### config.mk
export PLATFORM = sky130hd
export DESIGN_NAME = acx_slave_reg_irq_bank
export DESIGN_NICKNAME = d
export VERILOG_FILES = /design/src/rtl/acx_slave_reg_irq_bank.sv
export SDC_FILE = /design/constraint.sdc
export NUM_CORES = 1
export LEC_CHECK = 0
export ABC_AREA = 1
export BUFFER_PORTS_ARGS = -buffer_cell sky130_fd_sc_hd__buf_4
export CAP_MARGIN = 20
export CORE_AREA = 5 5 83 123
export CTS_BUF_LIST = sky130_fd_sc_hd__clkbuf_4
export CTS_CLUSTER_DIAMETER = 200
export DETAILED_ROUTE_END_ITERATION = 8
export DIE_AREA = 0 0 88 128
export HOLD_SLACK_MARGIN = 0.03
export PLACE_DENSITY = 0.85
export SYNTH_ARGS = -nofsm -noshare
export SYNTH_HDL_FRONTEND = slang
export SYNTH_SLANG_ARGS = --single-unit
### constraint.sdc
create_clock -name i_clk -period 6.96 [get_ports i_clk]
set_input_delay 1.392 -clock i_clk [delete_from_list [all_inputs] [get_ports i_clk]]
set_output_delay 1.392 -clock i_clk [all_outputs]
set_load 0.02 [all_outputs]
### src/rtl/acx_slave_reg_irq_bank.sv
// Interrupt register bank: sticky STATUS, ENABLE mask and read-only PENDING view
// on the shared slave register bus, with selectable read-to-clear or write-1-to-clear.
module acx_slave_reg_irq_bank #(
  parameter int unsigned                TGT_ADDR_WIDTH = 28,
  parameter int unsigned                TGT_DATA_WIDTH = 32,
  parameter int unsigned                NUM_IRQ        = 32,
  parameter logic [TGT_ADDR_WIDTH-1:0]  BASE_ADDR      = '0,
  parameter bit                         CLEAR_MODE     = 1'b0,
  parameter bit                         EDGE_DETECT    = 1'b0,
  parameter int unsigned                SYNC_STAGES    = 0,
  parameter logic [TGT_DATA_WIDTH-1:0]  STATUS_INIT    = '0,
  parameter logic [TGT_DATA_WIDTH-1:0]  ENABLE_INIT    = '0
) (
  input  logic                          i_clk,
  input  logic                          i_reset,
  input  logic [TGT_DATA_WIDTH/8-1:0]   i_wr,
  input  logic                          i_rd,
  input  logic [TGT_ADDR_WIDTH-1:0]     i_addr,
  input  logic [TGT_DATA_WIDTH-1:0]     i_write_data,
  input  logic [NUM_IRQ-1:0]            i_irq_src,
  output logic                          o_addr_hit,
  output logic [TGT_DATA_WIDTH-1:0]     o_read_data,
  output logic [NUM_IRQ-1:0]            o_irq_vec,
  output logic                          o_irq
);

  localparam int unsigned NB = TGT_DATA_WIDTH / 8;
  localparam logic [TGT_ADDR_WIDTH-1:0] ADDR_STATUS  = BASE_ADDR;
  localparam logic [TGT_ADDR_WIDTH-1:0] ADDR_ENABLE  = BASE_ADDR + TGT_ADDR_WIDTH'(4);
  localparam logic [TGT_ADDR_WIDTH-1:0] ADDR_PENDING = BASE_ADDR + TGT_ADDR_WIDTH'(8);

  logic                      cs_status;
  logic                      cs_enable;
  logic                      cs_pending;
  logic                      cs_any;
  logic                      req;
  logic                      acc;
  logic                      acc_done;
  logic [TGT_DATA_WIDTH-1:0] byte_mask;
  logic [NUM_IRQ-1:0]        wr_bits;
  logic [TGT_DATA_WIDTH-1:0] rd_mux;
  logic [NUM_IRQ-1:0]        status_q;
  logic [NUM_IRQ-1:0]        enable_q;
  logic [NUM_IRQ-1:0]        src_s;
  logic [NUM_IRQ-1:0]        src_d;
  logic [NUM_IRQ-1:0]        set_vec;
  logic [NUM_IRQ-1:0]        clr_vec;

  assign req    = (|i_wr) | i_rd;
  assign cs_any = cs_status | cs_enable | cs_pending;
  assign acc    = cs_any & req & ~acc_done;

  always_comb begin
    byte_mask = '0;
    for (int unsigned b = 0; b < NB; b++) begin
      byte_mask[b*8 +: 8] = {8{i_wr[b]}};
    end
  end

  assign wr_bits = byte_mask[NUM_IRQ-1:0];

  generate
    if (SYNC_STAGES == 0) begin : g_nosync
      assign src_s = i_irq_src;
    end else begin : g_sync
      logic [SYNC_STAGES*NUM_IRQ-1:0]     chain_q;
      logic [(SYNC_STAGES+1)*NUM_IRQ-1:0] shift_in;
      assign shift_in = {chain_q, i_irq_src};
      always_ff @(posedge i_clk or posedge i_reset) begin
        if (i_reset) chain_q <= '0;
        else         chain_q <= shift_in[SYNC_STAGES*NUM_IRQ-1:0];
      end
      assign src_s = chain_q[SYNC_STAGES*NUM_IRQ-1 -: NUM_IRQ];
    end
  endgenerate

  assign set_vec = EDGE_DETECT ? (src_s & ~src_d) : src_s;

  always_comb begin
    clr_vec = '0;
    if (acc && cs_status) begin
      if (!CLEAR_MODE && i_rd)
        clr_vec = '1;
      else if (CLEAR_MODE && (|i_wr))
        clr_vec = i_write_data[NUM_IRQ-1:0] & wr_bits;
    end
  end

  always_comb begin
    rd_mux = '0;
    if (cs_status)
      rd_mux[NUM_IRQ-1:0] = status_q;
    else if (cs_enable)
      rd_mux[NUM_IRQ-1:0] = enable_q;
    else if (cs_pending)
      rd_mux[NUM_IRQ-1:0] = status_q & enable_q;
  end

  // Decode is qualified by req so a new request always sees the full two-edge latency.
  always_ff @(posedge i_clk or posedge i_reset) begin
    if (i_reset) begin
      cs_status   <= 1'b0;
      cs_enable   <= 1'b0;
      cs_pending  <= 1'b0;
      acc_done    <= 1'b0;
      o_addr_hit  <= 1'b0;
      o_read_data <= '0;
    end else begin
      cs_status  <= req && (i_addr === ADDR_STATUS);
      cs_enable  <= req && (i_addr === ADDR_ENABLE);
      cs_pending <= req && (i_addr === ADDR_PENDING);
      o_addr_hit <= acc;
      if (acc) begin
        o_read_data <= rd_mux;
        acc_done    <= 1'b1;
      end else if (!req || !cs_any) begin
        acc_done    <= 1'b0;
      end
    end
  end

  always_ff @(posedge i_clk or posedge i_reset) begin
    if (i_reset) begin
      status_q <= STATUS_INIT[NUM_IRQ-1:0];
      enable_q <= ENABLE_INIT[NUM_IRQ-1:0];
      src_d    <= '0;
    end else begin
      src_d    <= src_s;
      status_q <= (status_q & ~clr_vec) | set_vec;
      if (acc && cs_enable && (|i_wr))
        enable_q <= (enable_q & ~wr_bits) | (i_write_data[NUM_IRQ-1:0] & wr_bits);
    end
  end

  assign o_irq_vec = status_q & enable_q;
  assign o_irq     = |o_irq_vec;

endmodule

Word level (Yosys, flattened, before mapping)
Index checks and enable logic that the tools add are counted.

storage, ports and cells
  bits in registers = 101
  output and inout port bits = 66

operators by class
  eq/ne operators = 3
  muxes and demuxes = 7
  bitwise operators = 14
  reductions and logical operators = 12

operator list
  kind                                                                number
  32-bit two-way mux                                                  5
  32-bit bitwise AND                                                  4
  32-bit inverter                                                     2
  32-bit bitwise OR                                                   2
  32-bit OR reduction                                                 1
  28-bit by 1-bit === test with 1-bit output (second input constant)  1
  28-bit by 3-bit === test with 1-bit output (second input constant)  1
  28-bit by 4-bit === test with 1-bit output (second input constant)  1
  1-bit logical AND                                                   6
  4-bit OR reduction                                                  1
  1-bit bitwise OR                                                    3
  1-bit bitwise AND                                                   2
  1-bit logical NOT                                                   2
  1-bit two-way mux                                                   2
  2-bit nonzero test                                                  1
  1-bit logical OR                                                    1
  1-bit inverter                                                      1

Logic depth before layout (Yosys ltp)
  depth in word-level cells = 9
  mapped depth = 8
  depth with buffers taken out = 6

Worst setup path after synthesis
No wires, ideal clock.

  path type = input -> register
  start = in i_wr[2]
  end = reg (tool-made name)
  setup time = 0.121 ns
  arrival time = 2.243 ns
  data required time = 6.839 ns
  setup slack = 4.596 ns
  stages = 8
  buffers on the path = 2
  cell sequence = buf_2 > nor2_2 > nand3_4 > nand3_4 > nor2_4 > buf_4 > nand3_1 > nand2_1

RTL lines
  element      line  source
  from (decl)  16    input logic [TGT_DATA_WIDTH/8-1:0] i_wr,

==> implementation parameters <==
Parameter                              Value

Logic synthesis
  Proportion of netlist area held by the largest area contributor ... 52.6%
  Leading register cell type out of synthesis ... sky130_fd_sc_hd__dfrtp_1
  Synthesized-area fraction occupied by and/or/nand/nor cells ... 19.0%
  Area fraction in compound gates after synthesis ... 18.8%
  Post-synthesis cell type with the largest combined area ... sky130_fd_sc_hd__dfrtp_1
  Post-synthesis async set-or-reset flop share ... 100%
  Top post-synthesis cells by area ... sky130_fd_sc_hd__dfrtp_1, sky130_fd_sc_hd__nand2_1, sky130_fd_sc_hd__inv_1, sky130_fd_sc_hd__o21bai_1, sky130_fd_sc_hd__a21o_1
  Commonest cells in the synthesized netlist ... sky130_fd_sc_hd__nand2_1, sky130_fd_sc_hd__dfrtp_1, sky130_fd_sc_hd__inv_1, sky130_fd_sc_hd__nand3_1, sky130_fd_sc_hd__o21bai_1
  Post-Syn Nets ... 644
  Synth Cell Area ... 0.00481 sq mm
  Cell with the most instances after synthesis ... sky130_fd_sc_hd__nand2_1
  Cell variety after synth ... 25
  Number of synthesis warnings ... 0
  Adder and majority gate portion of the synthesized area ... 0%
  Cells after Synth ... 545
  Area share of xor/xnor cells in the synthesized design ... 0%
  EDFF count, synth ... 0
  Sequential area share after synthesis ... 52.6%
  Dominant combinational cell family by area after synthesis ... simple AND/OR/NAND/NOR gates
  Avg Synthesized Cell Area ... around 9 sq um
  Flops & latches, synth ... 101
  Fraction of synthesized area in multiplexers ... 0%

Clocking
  Post-CTS Hold Fix Bufs ... 0
  CTS max path bufs ... 2
  Later-pin clock latency in the skew report ... 0.46 ns
  CTS tree ... yes
  Number of CTS-inserted buffers ... 9
  Count of H-tree levels built during CTS ... 3
  Setup bufs post-CTS ... 0
  Clock-pin slew on the worst setup and hold paths ... between 0.1 and 0.15 ns
  Clock Sink Count ... 101
  Root buffer selected by CTS ... sky130_fd_sc_hd__clkbuf_4
  Number of cells upsized or downsized after cts ... 0

GRT
  Most utilized layer in the global route result ... met2
  Antenna violations before repair ... 1
  Met3 Resource Use GR ... 4.50%
  Fraction of met2 tracks used by global routing ... 42.4%
  Vias in the first global route ... 4512
  Total GRT Usage ... 24.3%
  Wire length of the first global-routing pass ... 21300 microns
  Pin count of the biggest net entering global routing ... 66
  Overall overflow remaining after global route ... 0
  Met1 usage ... a little under 30%

Route
  Drc violations ... 0
  Number of detailed-route iterations in the first pass ... 5
  DR vias ... 4415
  First-iteration detailed-routing DRC count ... 206
  DR WL/cell ... 16.4 microns
  Total Wirelength ... 13300 microns
  Final antenna-violating net count ... 0
  DR vias/cell ... 5.43

Power
  Total power draw ... between 1 and 1.5 mW
  Power per cell area ... 165 mW/mm^2
  Total leakage power ... about 3.0 nW
  Max rail drop VDD ... 0.109 mV

Placed design
  DP Cell Count ... 795
  Placement Setup Slack ... 3.59 ns
  Sum of net half-perimeters after detailed placement ... 9820 microns
  Post-placement cell area ... just over 0.006 sq mm
  Final weighted congestion in routability-driven placement ... 0.846
  Count of input and output buffers ... 164

Floorplan
  Placement Rows ... 43
  Die outline area ... ~0.011 sq mm
  Chip Height ... 128 microns
  Number of I/O pins ... 165
  Die width ... 88 microns
  Initial Util ... between 50 and 60%
  Placeable core region ... 0.00909 sq mm

Hold path
  Hold Path Class ... flip-flop to flip-flop

STA
  Max Fclk ... 326 MHz
  Pins Over Slew Limit ... 0
  Total negative setup slack ... 0 ns
  Remaining max-slew budget at the tightest pin ... 43.2%
  Setup-failing EPs final ... 0
  Post-route fraction of the period consumed by the critical path ... ~44%
  Worst clock skew on the final layout ... ~0.0073 ns
  RSZ-0062 raised after global routing ... no
  Min Hold Slack ... ~0.50 ns
  Worst-case setup margin in the final layout ... 3.89 ns
  Final Hold Violating Endpoints ... 0
  Shortest clock period the worst path allows after layout ... approximately 3.1 ns
  Tightest Pin Transition ... 0.850 ns

Setup path
  Critical path startpoint category ... flip-flop
  Critical path start-end classification ... flip-flop to output port
  Arr. time, crit path ... 1.67 ns
  CP Data Required Time ... between 5 and 6 ns
  Critical path fanouts, max ... 3
  Endpoint type of the worst setup path ... output port

Final layout
  Number of nets at the end of the flow ... 794
  Share of cells above drive strength 1 ... 27.7%
  Relative area change from synthesis to final layout ... 29.7%
  Fin cells ... 813
  Final core occ ... 68.6%
  Final instance area ... 0.00623 sq mm
  Filler cell count in the final layout ... about 740

Outcome
  Result of the run ... finished clean

Job
  Max-cap viol count ... 0
## cells in the final DEF (no fill, tap or decap)
| cell | netlist | final |
|---|---|---|
| sky130_fd_sc_hd__inv_4 | 0 | 1 |
| sky130_fd_sc_hd__nand2_4 | 1 | 1 |
| sky130_fd_sc_hd__and2_0 | 1 | 1 |
| sky130_fd_sc_hd__nand3_4 | 2 | 2 |
| sky130_fd_sc_hd__clkbuf_4 | 0 | 9 |
| sky130_fd_sc_hd__o21ai_0 | 33 | 33 |
| sky130_fd_sc_hd__nor2_4 | 1 | 1 |
| sky130_fd_sc_hd__nand4_1 | 10 | 10 |
| sky130_fd_sc_hd__buf_6 | 0 | 1 |
| sky130_fd_sc_hd__o21bai_1 | 34 | 34 |
| sky130_fd_sc_hd__o221ai_1 | 25 | 25 |
| sky130_fd_sc_hd__a21o_1 | 30 | 30 |
| sky130_fd_sc_hd__nand2_1 | 128 | 128 |
| sky130_fd_sc_hd__buf_4 | 9 | 167 |
| sky130_fd_sc_hd__nor2_1 | 20 | 20 |
| sky130_fd_sc_hd__nand3_1 | 34 | 34 |
| sky130_fd_sc_hd__clkinv_2 | 0 | 1 |
| sky130_fd_sc_hd__nand3b_1 | 1 | 1 |
| sky130_fd_sc_hd__clkinvlp_4 | 0 | 2 |
| sky130_fd_sc_hd__inv_1 | 77 | 76 |
| sky130_fd_sc_hd__diode_2 | 0 | 1 |
| sky130_fd_sc_hd__nor3b_1 | 1 | 1 |
| sky130_fd_sc_hd__bufinv_16 | 0 | 3 |
| sky130_fd_sc_hd__inv_2 | 2 | 2 |
| sky130_fd_sc_hd__nor3_1 | 3 | 3 |
| sky130_fd_sc_hd__nand4_2 | 1 | 1 |
| sky130_fd_sc_hd__a21oi_1 | 8 | 8 |
| sky130_fd_sc_hd__nor2_2 | 3 | 3 |
| sky130_fd_sc_hd__dfrtp_1 | 101 | 101 |
| sky130_fd_sc_hd__clkinv_1 | 0 | 1 |
## area by class of cell
class | count | area, sq um | share of cell area (%)
Multi-Input combinational cell | 336 | 1820 | 29.2
Sequential cell | 101 | 2530 | 40.5
Timing Repair Buffer | 168 | 1260 | 20.3
Clock buffer | 9 | 67.6 | 1.08
Inverter | 79 | 299 | 4.80
Clock inverter | 7 | 114 | 1.83
Antenna cell | 1 | 2.50 | 0.0401
Tap cell | 112 | 140 | 2.25
## kinds of logic (layout without fill, tap and decap cells)
logic type,after synthesis,count (layout)
and+or+nand+nor,206,206
AOI/OAI and AO/OA,130,130
other,0,1
DFF,101,101
buffers and inverters,108,263
## worst max-delay path, cell delays in order (launching register included)
cell	delay, ns
sky130_fd_sc_hd__dfrtp_1	0.43
sky130_fd_sc_hd__nand2_1	0.11
sky130_fd_sc_hd__nand4_1	0.12
sky130_fd_sc_hd__nor2_1	0.20
sky130_fd_sc_hd__nand4_1	0.16
sky130_fd_sc_hd__buf_4	0.19
## report_power, final
part	switching, mW	internal, mW	total, mW
sequential	0.0000000385	0.587	0.587
combinational	0.0303	0.0374	0.0677
clock	0.193	0.180	0.372
## path summary, 6_finish.rpt
path                                 start                          to  slack [ns]  cells after the start
setup / recovery                 flip-flop                       o_irq        3.89                      5
hold / removal             o_read_data[29]             o_read_data[29]        0.50                      2
setup reg to reg                 cs_status                   flip-flop        4.10                      7
hold reg to reg            o_read_data[29]             o_read_data[29]        0.50                      2
max in group asynchronous          i_reset  asynchronous set/reset pin        4.85                      3
min in group asynchronous          i_reset                status_q[12]        0.93                      2
## per-layer routing
metal,share of wire [%],wire length (microns)
met3,7.1,948
met2,54,7140
met5,0,0
met4,3.4,451
met1,36,4780
No activity file was read; power rests on OpenSTA's default activity.
